<file path="config.mk">
export PLATFORM = sky130hd
export DESIGN_NAME = dpram_arbiter
export DESIGN_NICKNAME = d
export VERILOG_FILES = /design/src/rtl/dpram_arbiter_pkg.sv /design/src/rtl/dpram_rsp_fifo.sv /design/src/rtl/dpram_arbiter.sv
export SDC_FILE = /design/constraint.sdc
export NUM_CORES = 1
export LEC_CHECK = 0
export ABC_AREA = 1
export BUFFER_PORTS_ARGS = -buffer_cell sky130_fd_sc_hd__buf_2
export CAP_MARGIN = 20
export CORE_MARGIN = 1
export CORE_UTILIZATION = 43
export CTS_CLUSTER_DIAMETER = 200
export CTS_CLUSTER_SIZE = 24
export DETAILED_ROUTE_END_ITERATION = 7
export HOLD_SLACK_MARGIN = 0.08
export PLACE_DENSITY = 0.81
export SETUP_SLACK_MARGIN = 0.5
export SLEW_MARGIN = 25
export SYNTH_ARGS = -nofsm -noshare
export SYNTH_HDL_FRONTEND = slang
export SYNTH_SLANG_ARGS = --single-unit
</file>
<file path="constraint.sdc">
create_clock -name CLK -period 2.5 [get_ports CLK]
set_input_delay 0.125 -clock CLK [delete_from_list [all_inputs] [get_ports CLK]]
set_output_delay 0.125 -clock CLK [all_outputs]
set_load 0.05 [all_outputs]
</file>
<file path="src/rtl/dpram_arbiter_pkg.sv">
// dpram_arbiter_pkg: shared widths, response FIFO depth and requester index type
package dpram_arbiter_pkg;
  localparam int DEF_ADDR_WIDTH = 11;
  localparam int DEF_DATA_WIDTH = 16;
  localparam int RSP_FIFO_DEPTH = 2;
  localparam int RSP_CNT_W = $clog2(RSP_FIFO_DEPTH + 1);
  typedef enum logic {REQ_W0 = 1'b0, REQ_W1 = 1'b1} req_idx_t;
endpackage

</file>
<file path="src/rtl/dpram_rsp_fifo.sv">
// dpram_rsp_fifo: two-entry read response FIFO; head reads as zero when empty
module dpram_rsp_fifo
  import dpram_arbiter_pkg::*;
#(
  parameter int DATA_WIDTH = DEF_DATA_WIDTH
) (
  input  logic                  clk,
  input  logic                  rst,
  input  logic                  push,
  input  logic [DATA_WIDTH-1:0] push_data,
  input  logic                  pop,
  output logic [DATA_WIDTH-1:0] head,
  output logic [RSP_CNT_W-1:0]  count
);
  logic [RSP_FIFO_DEPTH-1:0][DATA_WIDTH-1:0] mem_q, mem_d;
  logic                 rd_ptr_q, rd_ptr_d, wr_ptr_q, wr_ptr_d, do_pop;
  logic [RSP_CNT_W-1:0] count_q, count_d;
  // next-state: simultaneous push and pop leaves the count unchanged
  always_comb begin
    do_pop = pop && count_q != '0;
    mem_d = mem_q;
    if (push) mem_d[wr_ptr_q] = push_data;
    wr_ptr_d = push ? ~wr_ptr_q : wr_ptr_q;
    rd_ptr_d = do_pop ? ~rd_ptr_q : rd_ptr_q;
    count_d = count_q + RSP_CNT_W'(push) - RSP_CNT_W'(do_pop);
    head = count_q != '0 ? mem_q[rd_ptr_q] : '0;
    count = count_q;
  end
  // state registers, contents cleared on reset
  always_ff @(posedge clk) begin
    if (rst) begin
      mem_q <= '0;
      rd_ptr_q <= 1'b0;
      wr_ptr_q <= 1'b0;
      count_q <= '0;
    end else begin
      mem_q <= mem_d;
      rd_ptr_q <= rd_ptr_d;
      wr_ptr_q <= wr_ptr_d;
      count_q <= count_d;
    end
  end
endmodule

</file>
<file path="src/rtl/dpram_arbiter.sv">
// dpram_arbiter: two-writer / one-reader RAM port arbiter; DPRAM_ARBITER_RR_EN selects round-robin write contention
module dpram_arbiter
  import dpram_arbiter_pkg::*;
#(
  parameter int ADDR_WIDTH = DEF_ADDR_WIDTH,
  parameter int DATA_WIDTH = DEF_DATA_WIDTH
) (
  input  logic                  CLK,
  input  logic                  RESET,
  input  logic                  W0_VALID,
  output logic                  W0_READY,
  input  logic [ADDR_WIDTH-1:0] W0_ADDR,
  input  logic [DATA_WIDTH-1:0] W0_DATA,
  input  logic                  W1_VALID,
  output logic                  W1_READY,
  input  logic [ADDR_WIDTH-1:0] W1_ADDR,
  input  logic [DATA_WIDTH-1:0] W1_DATA,
  input  logic                  AR_VALID,
  output logic                  AR_READY,
  input  logic [ADDR_WIDTH-1:0] AR_ADDR,
  output logic                  R_VALID,
  input  logic                  R_READY,
  output logic [DATA_WIDTH-1:0] R_DATA,
  output logic                  RAM_WVALID,
  output logic [ADDR_WIDTH-1:0] RAM_WADDR,
  output logic [DATA_WIDTH-1:0] RAM_WDATA,
  output logic                  RAM_ARVALID,
  output logic [ADDR_WIDTH-1:0] RAM_ARADDR,
  input  logic                  RAM_RVALID,
  input  logic [DATA_WIDTH-1:0] RAM_RDATA
);
  req_idx_t             sel;
  logic                 inflight_q, inflight_d, push, pop, collision;
  logic [RSP_CNT_W-1:0] count;
  logic [RSP_CNT_W:0]   occupancy;
`ifdef DPRAM_ARBITER_RR_EN
  req_idx_t rr_q, rr_d;
  // contention goes to the pointer; any grant hands priority to the other requester
  always_comb begin
    sel = W0_VALID && W1_VALID ? rr_q : (W1_VALID ? REQ_W1 : REQ_W0);
    rr_d = W0_VALID || W1_VALID ? req_idx_t'(~sel) : rr_q;
  end
  // round-robin pointer, requester 0 first after reset
  always_ff @(posedge CLK) begin
    if (RESET) rr_q <= REQ_W0;
    else rr_q <= rr_d;
  end
`else
  // fixed priority: requester 0 wins contention
  always_comb sel = W1_VALID && !W0_VALID ? REQ_W1 : REQ_W0;
`endif
  // write grant and RAM write port mux, zero when nothing is granted
  always_comb begin
    W0_READY = W0_VALID && sel == REQ_W0;
    W1_READY = W1_VALID && sel == REQ_W1;
    RAM_WVALID = W0_VALID || W1_VALID;
    RAM_WADDR = W0_READY ? W0_ADDR : W1_READY ? W1_ADDR : '0;
    RAM_WDATA = W0_READY ? W0_DATA : W1_READY ? W1_DATA : '0;
  end
  // read acceptance: leave room for every outstanding response and defer reads hitting this cycle's write
  always_comb begin
    pop = R_VALID && R_READY;
    collision = RAM_WVALID && RAM_WADDR == AR_ADDR;
    occupancy = {1'b0, count} + (RSP_CNT_W + 1)'(inflight_q) - (RSP_CNT_W + 1)'(pop);
    AR_READY = occupancy < (RSP_CNT_W + 1)'(RSP_FIFO_DEPTH) && !collision;
    RAM_ARVALID = AR_VALID && AR_READY;
    RAM_ARADDR = AR_ADDR;
    inflight_d = RAM_ARVALID;
    push = RAM_RVALID && inflight_q;
    R_VALID = count != '0;
  end
  // one-cycle read-in-flight marker; reset drops any pending RAM response
  always_ff @(posedge CLK) begin
    if (RESET) inflight_q <= 1'b0;
    else inflight_q <= inflight_d;
  end
  dpram_rsp_fifo #(.DATA_WIDTH(DATA_WIDTH)) u_rsp_fifo (
    .clk      (CLK),
    .rst      (RESET),
    .push     (push),
    .push_data(RAM_RDATA),
    .pop      (pop),
    .head     (R_DATA),
    .count    (count)
  );
endmodule

</file>
==> results of run 1 <==
==> logic make-up (layout without fill, tap and decap cells) <==
| logic type | count (synthesis) | in the layout | synth area share |
|---|---|---|---|
| adders and majority gates | 4 | 4 | 0.0253 |
| xor gates and xnor gates | 1 | 1 | 0.00386 |
| buffers and inverters | 68 | 224 | 0.143 |
| AOI/OAI and AO/OA | 81 | 81 | 0.221 |
| DFF | 37 | 37 | 0.326 |
| other | 0 | 1 | 0 |
| and+or+nand+nor | 146 | 146 | 0.281 |
==> metal layers <==
metal | track usage | up-vias
met5 | 0 | -
met4 | 0.124 | 0
met3 | 0.0509 | 21
met2 | 0.449 | 110
met1 | 0.301 | 1304
li1 | - | 1405
==> worst reg2reg max path, stage by stage, from the launching register on <==
cell	delay (ns)
sky130_fd_sc_hd__dfxtp_2	0.34
sky130_fd_sc_hd__nor2_4	0.12
sky130_fd_sc_hd__inv_2	0.05
sky130_fd_sc_hd__nand2_2	0.09
sky130_fd_sc_hd__inv_2	0.06
sky130_fd_sc_hd__ha_4	0.28
sky130_fd_sc_hd__inv_4	0.04
sky130_fd_sc_hd__buf_4	0.12
sky130_fd_sc_hd__buf_6	0.11
sky130_fd_sc_hd__buf_6	0.10
sky130_fd_sc_hd__buf_6	0.10
sky130_fd_sc_hd__buf_6	0.10
sky130_fd_sc_hd__buf_6	0.10
sky130_fd_sc_hd__buf_6	0.10
sky130_fd_sc_hd__buf_6	0.11
sky130_fd_sc_hd__buf_6	0.11
sky130_fd_sc_hd__ha_4	0.16
sky130_fd_sc_hd__xnor2_2	0.18
sky130_fd_sc_hd__nor2_1	0.06
==> registers in the layout, summed over array words and instances, names as in the netlist <==
signal and cells:
u_rsp_fifo.rd_ptr_q 1, inflight_q 1, u_rsp_fifo.mem_q 32, u_rsp_fifo.wr_ptr_q 1, u_rsp_fifo.count 2
==> cell type report <==
cell class                 instances  area [um^2]  area share
antenna                            1         2.50    0.000714
clock buffer                       6         82.6      0.0236
clock inverter                     2         37.5      0.0107
inverter                          37          145      0.0414
multi-input combinational        232         1330       0.378
sequential                        37          746       0.213
tap                               70         87.6      0.0250
timing repair buffer             179         1080       0.308
==> stage by stage <==
| stage | cell area (um^2) | setup WS, ns | power [mW] | util | cells |
|---|---|---|---|---|---|
| floorplan | 2320 | 0.396 | 1.73 | - | 337 |
| global placement | 2980 | 0.245 | 2.01 | 0.584 | 527 |
| detailed placement | 2980 | 0.201 | 2.03 | 0.584 | 527 |
| CTS | 3350 | 0.118 | 2.96 | 0.655 | 560 |
| global route | 3500 | -0.0558 | 3.46 | 0.686 | 563 |
| finish | 3500 | 0.0395 | 3.29 | 0.686 | 564 |
==> synthesized netlist by cell type (all sizes together) <==
cell,count
nand2,94
dfxtp,37
inv,37
a21oi,35
nor2,26
buf,19
nand3,19
a22o,16
a211oi,15
o21ai,15
clkbuf,12
nand3b,6
ha,3
and2,1
fa,1
xnor2,1
==> what timing repair did <==
item / 4_1_cts / 5_1_grt
pin swaps: 7 / 7
setup endpoints to repair: 3 / 6
resized for setup: 16 / 33
buffers inserted: 25 / 3
==> worst min-delay path by stage <==
| stage | from | end | slack, ns | cells past startpoint |
|---|---|---|---|---|
| after floorplan | RAM_RDATA[0] | u_rsp_fifo.mem_q[0] | 0.27 | 2 |
| after global placement | RAM_RDATA[5] | u_rsp_fifo.mem_q[5] | 0.39 | 3 |
| after detailed placement | RAM_RDATA[5] | u_rsp_fifo.mem_q[5] | 0.40 | 3 |
| after CTS | RAM_RDATA[10] | u_rsp_fifo.mem_q[10] | 0.09 | 3 |
| after global routing | RAM_RDATA[12] | u_rsp_fifo.mem_q[12] | 0.09 | 3 |
| final | RAM_RDATA[10] | u_rsp_fifo.mem_q[10] | 0.09 | 3 |
==> power breakdown <==
group / switching [mW] / internal, mW / leakage, nW / total [mW]
sequential: 0.0428 / 0.667 / 0.301 / 0.709
combinational: 1.19 / 0.851 / 1.40 / 2.04
clock: 0.221 / 0.324 / 0.0574 / 0.546
==> summary.md, run 1 <==
The instance count of the mapped netlist came out at 337. Fraction of layout instances using a drive strength above 1: 0.456. The number of pins with negative max-slew slack in the final report was 0. The share of the clock period used by the worst path after layout is 0.984, and the peak per-stage delay on the critical path is 0.34 ns. The number of flip-flops and latches in the synthesized netlist is 37, and the final setup violation count is 0.

The area growth from synthesis to layout was 54.2%. The path length in cells of the critical path works out to 18. The count of buffers inserted at the top-level ports is 147.

The number of nets in the layout is 584. The number of buffers and inverters on the critical path was 12; the actual slew at the worst max-slew pin was 0.996 ns. Leading cell type in the layout, fill and taps excluded: sky130_fd_sc_hd__buf_2.

The starting DRC count in detailed routing was 189. The critical path in this run is classified as reg2reg. In this run the register-to-register setup slack is 0.04 ns. After detailed routing, the wire length on met1 is 3020 um.

The logs give 0.29 ns for the clock network latency to the later pin of the worst-skew pair and 415 um for the amount of wire on met3 after detailed routing. Summing every instance area after synthesis gives 2270 um^2. Counting stages on the worst path, the most repeated cell is sky130_fd_sc_hd__buf_6.

Traced cell by cell, the critical path runs through nor2_4 > inv_2 > nand2_2 > inv_2 > ha_4 > inv_4 > buf_4 > buf_6 > buf_6 > buf_6 > buf_6 > buf_6 > buf_6 > buf_6 > buf_6 > ha_4 > xnor2_2 > nor2_1. Row generation in the floorplan step produced 26 rows. STA puts the critical path data required time at 2.65 ns. The die span in y came out at 74.7 um. Setup repair after global routing could not meet its margin everywhere. For this design, the slowest cell found on the critical path is sky130_fd_sc_hd__dfxtp_2.

Detailed placement ended at an HPWL of 4650 um. TritonCTS built the clock tree. The number of global-route vias before repair was 2,511; the total routing usage reported by global routing was 0.257.

The post-synthesis cell type count was 23. The tools report the placeable core region as 5110 um^2. The endpoint identified for the worst register-to-register timing path is u_rsp_fifo.count[1]. The critical-path maximum fanout is 2, and the maximum buffer depth of the clock tree is 2.

Using the TritonRoute via totals, the vias-per-cell ratio works out to 5.04. The die covers 5580 um^2. The run gives 0 as the remaining global-route overflow. The post-synthesis net count came out at 429. Sorting the synthesized cells by area gives the leading types as sky130_fd_sc_hd__dfxtp_1 (33%), sky130_fd_sc_hd__nand2_1 (15%), sky130_fd_sc_hd__a21oi_1 (7.7%), sky130_fd_sc_hd__a22o_1 (6.2%), sky130_fd_sc_hd__inv_1 (5.8%).

The proportion of netlist area held by the largest area contributor came out at 0.326. The highest layer touched by signal routing is met4. Pin placement for this block handled 148 I/O pins. Broken down by cell family, the worst path's largest delay share belongs to buffers and inverters.

Power spread over the standard cell area amounts to 939 nW/um^2. Hold is met by 0.0945 ns. The worst setup path is launched from a flip-flop.

After clock tree synthesis, the clock-pin slew on the worst setup and hold paths is 0.07 ns. The routed design has 7530 um of wire. The tool flagged a number of max-cap violations equal to 0. The first detailed-routing pass took 5 iterations. The first global-routing pass estimated 10,900 um of wire. The top cell types in the final layout, fill and taps aside, are sky130_fd_sc_hd__buf_2 (145), sky130_fd_sc_hd__nand2_1 (87), sky130_fd_sc_hd__dfxtp_1 (35).

The sequential-to-total area share from yosys stat was 0.326; the die boundary width was 74.7 um. Entering global routing, the biggest net connects 38 pins. The worst-case clock skew came out at 0.00524 ns. For the critical path arrival, the log shows 2.61 ns. The number of clock buffers added by TritonCTS is 5. The average cell area after synthesis works out to 6.74 um^2.

Summing over every cut layer, the via total after detailed routing is 2,840. The worst register-to-register path begins at u_rsp_fifo.count[0]. The tools report the fmax as 406 MHz. The flow ran to the end, and the final reports show no timing, DRC or antenna violations. Counting every sink on the clock net gives 37. The destination of the critical timing path was u_rsp_fifo.count[1].

For this run, the number of Yosys warnings is 0. The initial antenna violation count is 0. The category of the worst setup path capture point was a flip-flop. The tools report the post-route antenna net violation count as 0.

For the normalized max-slew margin, the log shows 0.334. The number of hold violations in the final report is 0. The clock tree synthesis step divided the H-tree into 2 levels. Sum of negative setup slack: 0 ns.

The post-layout minimum cycle time was 2.46 ns; the per-cell routed wire length was 13.4 um. The root buffer cell was sky130_fd_sc_hd__clkbuf_8. The largest total area in the synthesized netlist belongs to sky130_fd_sc_hd__dfxtp_1. The path depth of the worst reg2reg path works out to 18. The run gives 3880 um as the met2 wire length.

Routability-driven placement finished with a final weighted congestion of 0.828. Tracing the worst setup path back leads to its startpoint at u_rsp_fifo.count[0]. The total leakage power was 1.76 nW; the number of fill cells in the layout was 418. The maximum resistive drop on vdd is 0.562 mV, and the initial core utilization is 0.445. In this run, post-CTS hold repair placed 0 buffers. The path class of the tightest hold or removal check is in2reg.

For this run, design rule violations remaining after detail routing come to 0.
Power figures use the tool's default switching activity.
==> run 2, diff against run 1 <==
- clock period: 2.5 -> 2.6 ns (I/O delays scaled with it)
==> run 2 against run 1 <==
Count of clock-buffer cells in the layout unchanged. Critical path depth down 5. Final cell count down 3.9%. Critical path type is now reg2out.
==> summary.md, run 2 (same netlist as run 1, synthesis figures left out) <==
The run finished with clean final reports. Dividing the detail-routed via count by the number of cells gives 4.96. The maximum resistive drop on vdd is 0.459 mV, and the number of buffers created by CTS is 5. The die covers 5580 um^2.

The register-to-register path setup slack came out at 0.71 ns. Counting cells, the worst reg-to-reg path comes to 12. The layout has 483 filler cells. The number of hold violations in the final report is 0, and the area growth from synthesis to layout is 39.7%. The logs give 148 for the I/O pin total and 2,688 for the via total after detailed routing. Number of placement rows: 26.

Power comes to 2.59 mW. The initial core utilization is 0.445, and the total leakage power is 1.61 nW. After clock tree synthesis, the clock-pin slew on the worst setup and hold paths is 0.07 ns.

The post-layout minimum cycle time was 2.38 ns; the die span in y was 74.7 um. For the maximum level of the CTS H-tree, the log shows 2. Number of pins with negative max-slew slack in the final report: 0. For the number of global-route vias before repair, the log shows 2,406.

The power density over cell area works out to 815 nW/um^2. The tools report the starting DRC count in detailed routing as 153. More flip-flops sit in one register than any other, and that register is u_rsp_fifo.mem_q. The clock sink count is 37. TritonCTS built the clock tree. The run gives 0.00736 ns as the worst-case clock skew.

The initial antenna violation count was 0; the fmax was 421 MHz. The top cell types in the final layout, fill and taps aside, are sky130_fd_sc_hd__buf_2 (145), sky130_fd_sc_hd__nand2_1 (89), sky130_fd_sc_hd__dfxtp_1 (35). The final antenna diode count is 0, and the final setup violation count is 0.

The total area inside the core boundary comes to 5110 um^2. Along the worst hold path, the cell count comes to 3. Final-layout worst hold slack: 0.0950 ns. The normalized max-slew margin is 0.335.

The register with the most flip-flops in the layout has 32 of them. The post-detailed-placement half-perimeter wirelength is 4990 um. In this run the tool buffered the top-level ports with 147 buffer cells. The first detailed-routing pass took 4 iterations. The actual slew at the worst max-slew pin came out at 0.995 ns. Data arrives at the worst endpoint at 2.25 ns. The worst hold path class was in2reg.

The worst setup path is launched from a flip-flop. The die is 74.7 um wide. The worst register-to-register path begins at u_rsp_fifo.count[0].

The per-cell routed wire length was 12.7 um; the routability-driven placement congestion ratio was 0.838. End point of the worst hold path: u_rsp_fifo.mem_q[14]. The remaining design rule violation count was 0. The category of the worst setup path capture point is a primary output. Max-cap violations in this run came to 0. The logs give 2980 um^2 for the post-placement cell area and 38 for the maximum number of pins on one net before global-route repair. The number of nets in the layout was 563.

In this run the clock root is driven by a sky130_fd_sc_hd__clkbuf_8. The logs give 2.47 ns for the worst path required time and 2 for the maximum buffer depth of the clock tree. The fraction of layout instances using a drive strength above 1 was 0.417.

In this run the most critical hold path is launched from RAM_RDATA[14]. The leading cell type in the layout, fill and taps excluded is sky130_fd_sc_hd__buf_2. In this run the worst path has a maximum fanout of 2. The share of the clock period used by the worst path after layout was 0.914. Global routing finished with a remaining overflow of 0. The destination of the worst register-to-register timing path was inflight_q. After routing, the total negative slack on setup checks comes to 0 ns. Setup repair after global routing could not meet its margin everywhere. The total routing usage reported by global routing is 0.243, and the global-route wire length before repair is 10,500 um. The post-route antenna net violation count is 0.

The detailed-route wire length was 6870 um. After routing the design area is 3170 um^2. The start-to-end type of the worst setup path is reg2out. Clock network latency to the later pin of the worst-skew pair: 0.29 ns.
## run 2: critical path: stages, from the launching register on
cell and delay [ns]:
sky130_fd_sc_hd__dfxtp_2 0.34, sky130_fd_sc_hd__nor2_4 0.11, sky130_fd_sc_hd__inv_2 0.05, sky130_fd_sc_hd__nand2_2 0.07, sky130_fd_sc_hd__inv_2 0.05, sky130_fd_sc_hd__ha_4 0.22, sky130_fd_sc_hd__inv_4 0.05, sky130_fd_sc_hd__nand2_2 0.05
sky130_fd_sc_hd__fa_1 0.49, sky130_fd_sc_hd__nand2_1 0.06, sky130_fd_sc_hd__nor2_2 0.13, sky130_fd_sc_hd__nand3_2 0.12, sky130_fd_sc_hd__clkinvlp_4 0.09, sky130_fd_sc_hd__buf_8 0.14
## run 2: worst max-delay path by stage
stage	startpoint	end	slack [ns]	cells past startpoint
2_1_floorplan	u_rsp_fifo.count[1]	RAM_ARVALID	0.51	12
3_3_place_gp	u_rsp_fifo.count[1]	RAM_ARVALID	0.36	13
3_5_place_dp	u_rsp_fifo.count[0]	RAM_ARVALID	0.29	13
4_1_cts	u_rsp_fifo.count[1]	RAM_ARVALID	0.19	13
5_1_grt	u_rsp_fifo.count[1]	RAM_ARVALID	0.08	13
6_report	u_rsp_fifo.count[0]	RAM_ARVALID	0.22	13
## run 2: stage by stage
step,utilization,setup slack (ns),cells
after floorplan,-,0.506,337
after global placement,0.583,0.358,526
after detailed placement,0.583,0.293,526
after CTS,0.617,0.187,540
after global routing,0.622,0.0811,542
final,0.622,0.224,542
## run 2: final cells by class
type                    instances  area [um^2]  share of cell area
well taps                      70         87.6              0.0276
multi-input cells             232         1270               0.402
repair buffers                158          838               0.264
clock buffers                   6         72.6              0.0229
clock inverters                 2         10.0             0.00315
inverters                      37          145              0.0457
flip-flops and latches         37          746               0.235
## run 2: where the power goes
group | switching (mW) | internal [mW]
sequential | 0.0398 | 0.641
clock | 0.200 | 0.186
combinational | 0.996 | 0.526
total | 1.24 | 1.35
## run 2: routing by layer
metal	track usage	vias up	part of all wire
li1	-	1361	-
met1	0.290	1215	0.42
met2	0.439	104	0.50
met3	0.0562	8	0.069
met4	0.0566	0	0.011
met5	0	-	0
## run 2: timing repair
| action | CTS | global route |
|---|---|---|
| setup endpoints to repair | 2 | 2 |
| hold buffers | 0 | 0 |
| pin swaps | 7 | 7 |
| resized for setup | 14 | 3 |
| buffers inserted | 6 | 2 |
==> run 3, diff against run 2 <==
- CTS_BUF_LIST: default -> sky130_fd_sc_hd__clkbuf_16
==> run 3 against run 2 <==
Critical path depth stayed put. Critical endpoint unchanged. First-iteration DRC count up 9.2%. Largest cell class unchanged. Clock power increased by 48%. Fmax is 0.36% lower. Total power up 7.4%. Non-clock buffer count is the same.
==> summary.md, run 3 (same netlist as run 1, synthesis figures left out) <==
The run finished with clean final reports. The count of nets left with antenna violations once routing finished came out at 0. The area growth from synthesis to layout is 42.2%. The per-cell routed wire length was 13.0 um. Setup violations remaining at the end of the flow were counted as 0.

The clock-pin slew reported for the worst setup and hold paths after clock tree synthesis came out at 0.06 ns. Ratio of routed vias to standard cells: 4.98. Setup repair after global routing could not meet its margin everywhere. The power density over cell area came out at 860 nW/um^2. Setup total negative slack on the finished layout was measured at 0 ns. The number of antenna diodes in the final layout is 0. The number of pins with negative max-slew slack in the final report came out at 0. The initial antenna violation count came out at 0. Die boundary width: 74.7 um. The total power of the final layout is 2.78 mW.

Maximum number of pins on one net before global-route repair: 38. The die is 74.7 um tall. The flip-flop count of the largest register after layout is 32, and the peak per-stage delay on the critical path is 0.49 ns. Total routing usage reported by global routing: 0.250. At the pin with the least slew margin, the transition time is 0.993 ns. The critical path arrival was 2.25 ns.

The fraction of layout instances using a drive strength above 1 is 0.417. The first detailed-routing pass ran for 4 iterations. Starting DRC count in detailed routing: 167.

The clock sink count is 37. STA classifies the critical path startpoint as a flip-flop. The library cell used most frequently in the layout, excluding fill and tap cells, is sky130_fd_sc_hd__buf_2. Fill cells in the final layout number 467. Leaving out fill and tap cells, the most frequent cells in the layout are sky130_fd_sc_hd__buf_2 (145), sky130_fd_sc_hd__nand2_1 (89), sky130_fd_sc_hd__dfxtp_1 (35). The maximum resistive drop on vdd was 0.593 mV.

The normalized max-slew margin came out at 0.336. The number of nets in the layout was 563. For this design the static power due to leakage is 1.64 nW. TritonCTS built the clock tree.

The worst-case clock skew was 0.00555 ns; the maximum level of the CTS H-tree was 2. The placeable core region was 5110 um^2. The highest-delay cell along the critical path is sky130_fd_sc_hd__fa_1. The start-to-end type of the worst setup path was reg2out. Initial core utilization: 0.445.

The number of global-route vias before repair is 2,445. The tightest hold path in the finished design has a slack of 0.109 ns. The I/O pin total is 148, and the remaining design rule violation count is 0. The number of hold violations in the final report came out at 0.

The run gives 526 as the total instance count after detailed placement. Subtracting the final worst setup slack from the clock period gives 2.38 ns. Share of the clock period used by the worst path after layout: 0.917. The category of the worst setup path capture point is a primary output. The number of buffers and inverters on the critical path is 5, and the critical-path maximum fanout is 2. The worst hold path class is in2reg.

The register bank with the most flops is u_rsp_fifo.mem_q. The finished layout holds 542 standard cells, fillers aside. Routability-driven placement finished with a final weighted congestion of 0.838.

The run gives 2,700 as the via total after detailed routing. The clock network latency to the later pin of the worst-skew pair was 0.28 ns. The logs give 7030 um for the detailed-route wire length and 4990 um for the post-detailed-placement half-perimeter wirelength. The root buffer cell is sky130_fd_sc_hd__clkbuf_16.

The critical path goes through nor2_4 > inv_2 > nand2_2 > inv_2 > ha_4 > inv_4 > nand2_2 > fa_1 > nand2_1 > nor2_2 > nand3_2 > clkinvlp_4 > buf_8. The final standard cell utilization of the core was 0.633; the die footprint was 5580 um^2. The cell type group with the largest total delay on the critical path was adder cells.

Number of buffers created by CTS: 5. The reported max-cap violation count is 0. Derived from the worst setup path, the maximum achievable clock frequency is 419 MHz.

Port buffering added 147 buffers. After clock tree synthesis, the flow added hold-fix buffers numbering 0. Summed over all layers, the global routing overflow is 0. The worst path required time came out at 2.47 ns.

The clock passes through at most 2 buffers. The first global-routing pass estimated 10,700 um of wire. The floorplan has 26 rows.
## run 3: cell type report
| cell class | count | area (um^2) | share of cell area |
|---|---|---|---|
| Clock inverter | 3 | 13.8 | 0.00426 |
| Multi-Input combinational cell | 232 | 1270 | 0.395 |
| Tap cell | 70 | 87.6 | 0.0271 |
| Timing Repair Buffer | 158 | 838 | 0.259 |
| Sequential cell | 37 | 746 | 0.231 |
| Clock buffer | 5 | 125 | 0.0387 |
| Inverter | 37 | 145 | 0.0449 |
## run 3: worst paths after layout
kind,depth (start not counted),start,end,slack [ns]
hold reg to reg,2,u_rsp_fifo.mem_q[4],u_rsp_fifo.mem_q[4],0.46
setup / recovery,13,u_rsp_fifo.count[0],RAM_ARVALID,0.22
setup reg to reg,12,u_rsp_fifo.count[0],inflight_q,0.70
hold / removal,3,RAM_RDATA[14],u_rsp_fifo.mem_q[14],0.11
## run 3: per-layer routing
metal / up-vias / routed length (um) / GRT usage
li1: 1365 / - / -
met1: 1227 / 2940 / 0.291
met2: 100 / 3570 / 0.453
met3: 8 / 447 / 0.0643
met4: 0 / 71 / 0.0650
met5: - / 0 / 0
## run 3: repair_timing
action	4_1_cts	5_1_grt
buffers inserted	6	2
pin swaps	7	7
endpoints found under the setup margin	2	2
resized for setup	14	3
## run 3: worst reg2reg max path, delay by kind of cell, from the launching register on
family	cells	cell delay [ns]
AND/OR/NAND/NOR	7	0.63
adder cells (fa/ha/maj)	2	0.72
flip-flops	1	0.33
buffers and inverters	3	0.16
## run 3: report_power, final
group	leakage [nW]	internal [mW]	total (mW)	switching, mW
sequential	0.301	0.642	0.683	0.0404
combinational	1.26	0.528	1.53	0.999
clock	0.0748	0.347	0.570	0.222
total	1.64	1.52	2.78	1.26
## run 3: through the flow
stage / worst slack (ns) / area, um^2
2_1_floorplan: 0.506 / 2310
3_3_place_gp: 0.358 / 2980
3_5_place_dp: 0.293 / 2980
4_1_cts: 0.206 / 3210
5_1_grt: 0.0873 / 3230
6_report: 0.215 / 3230
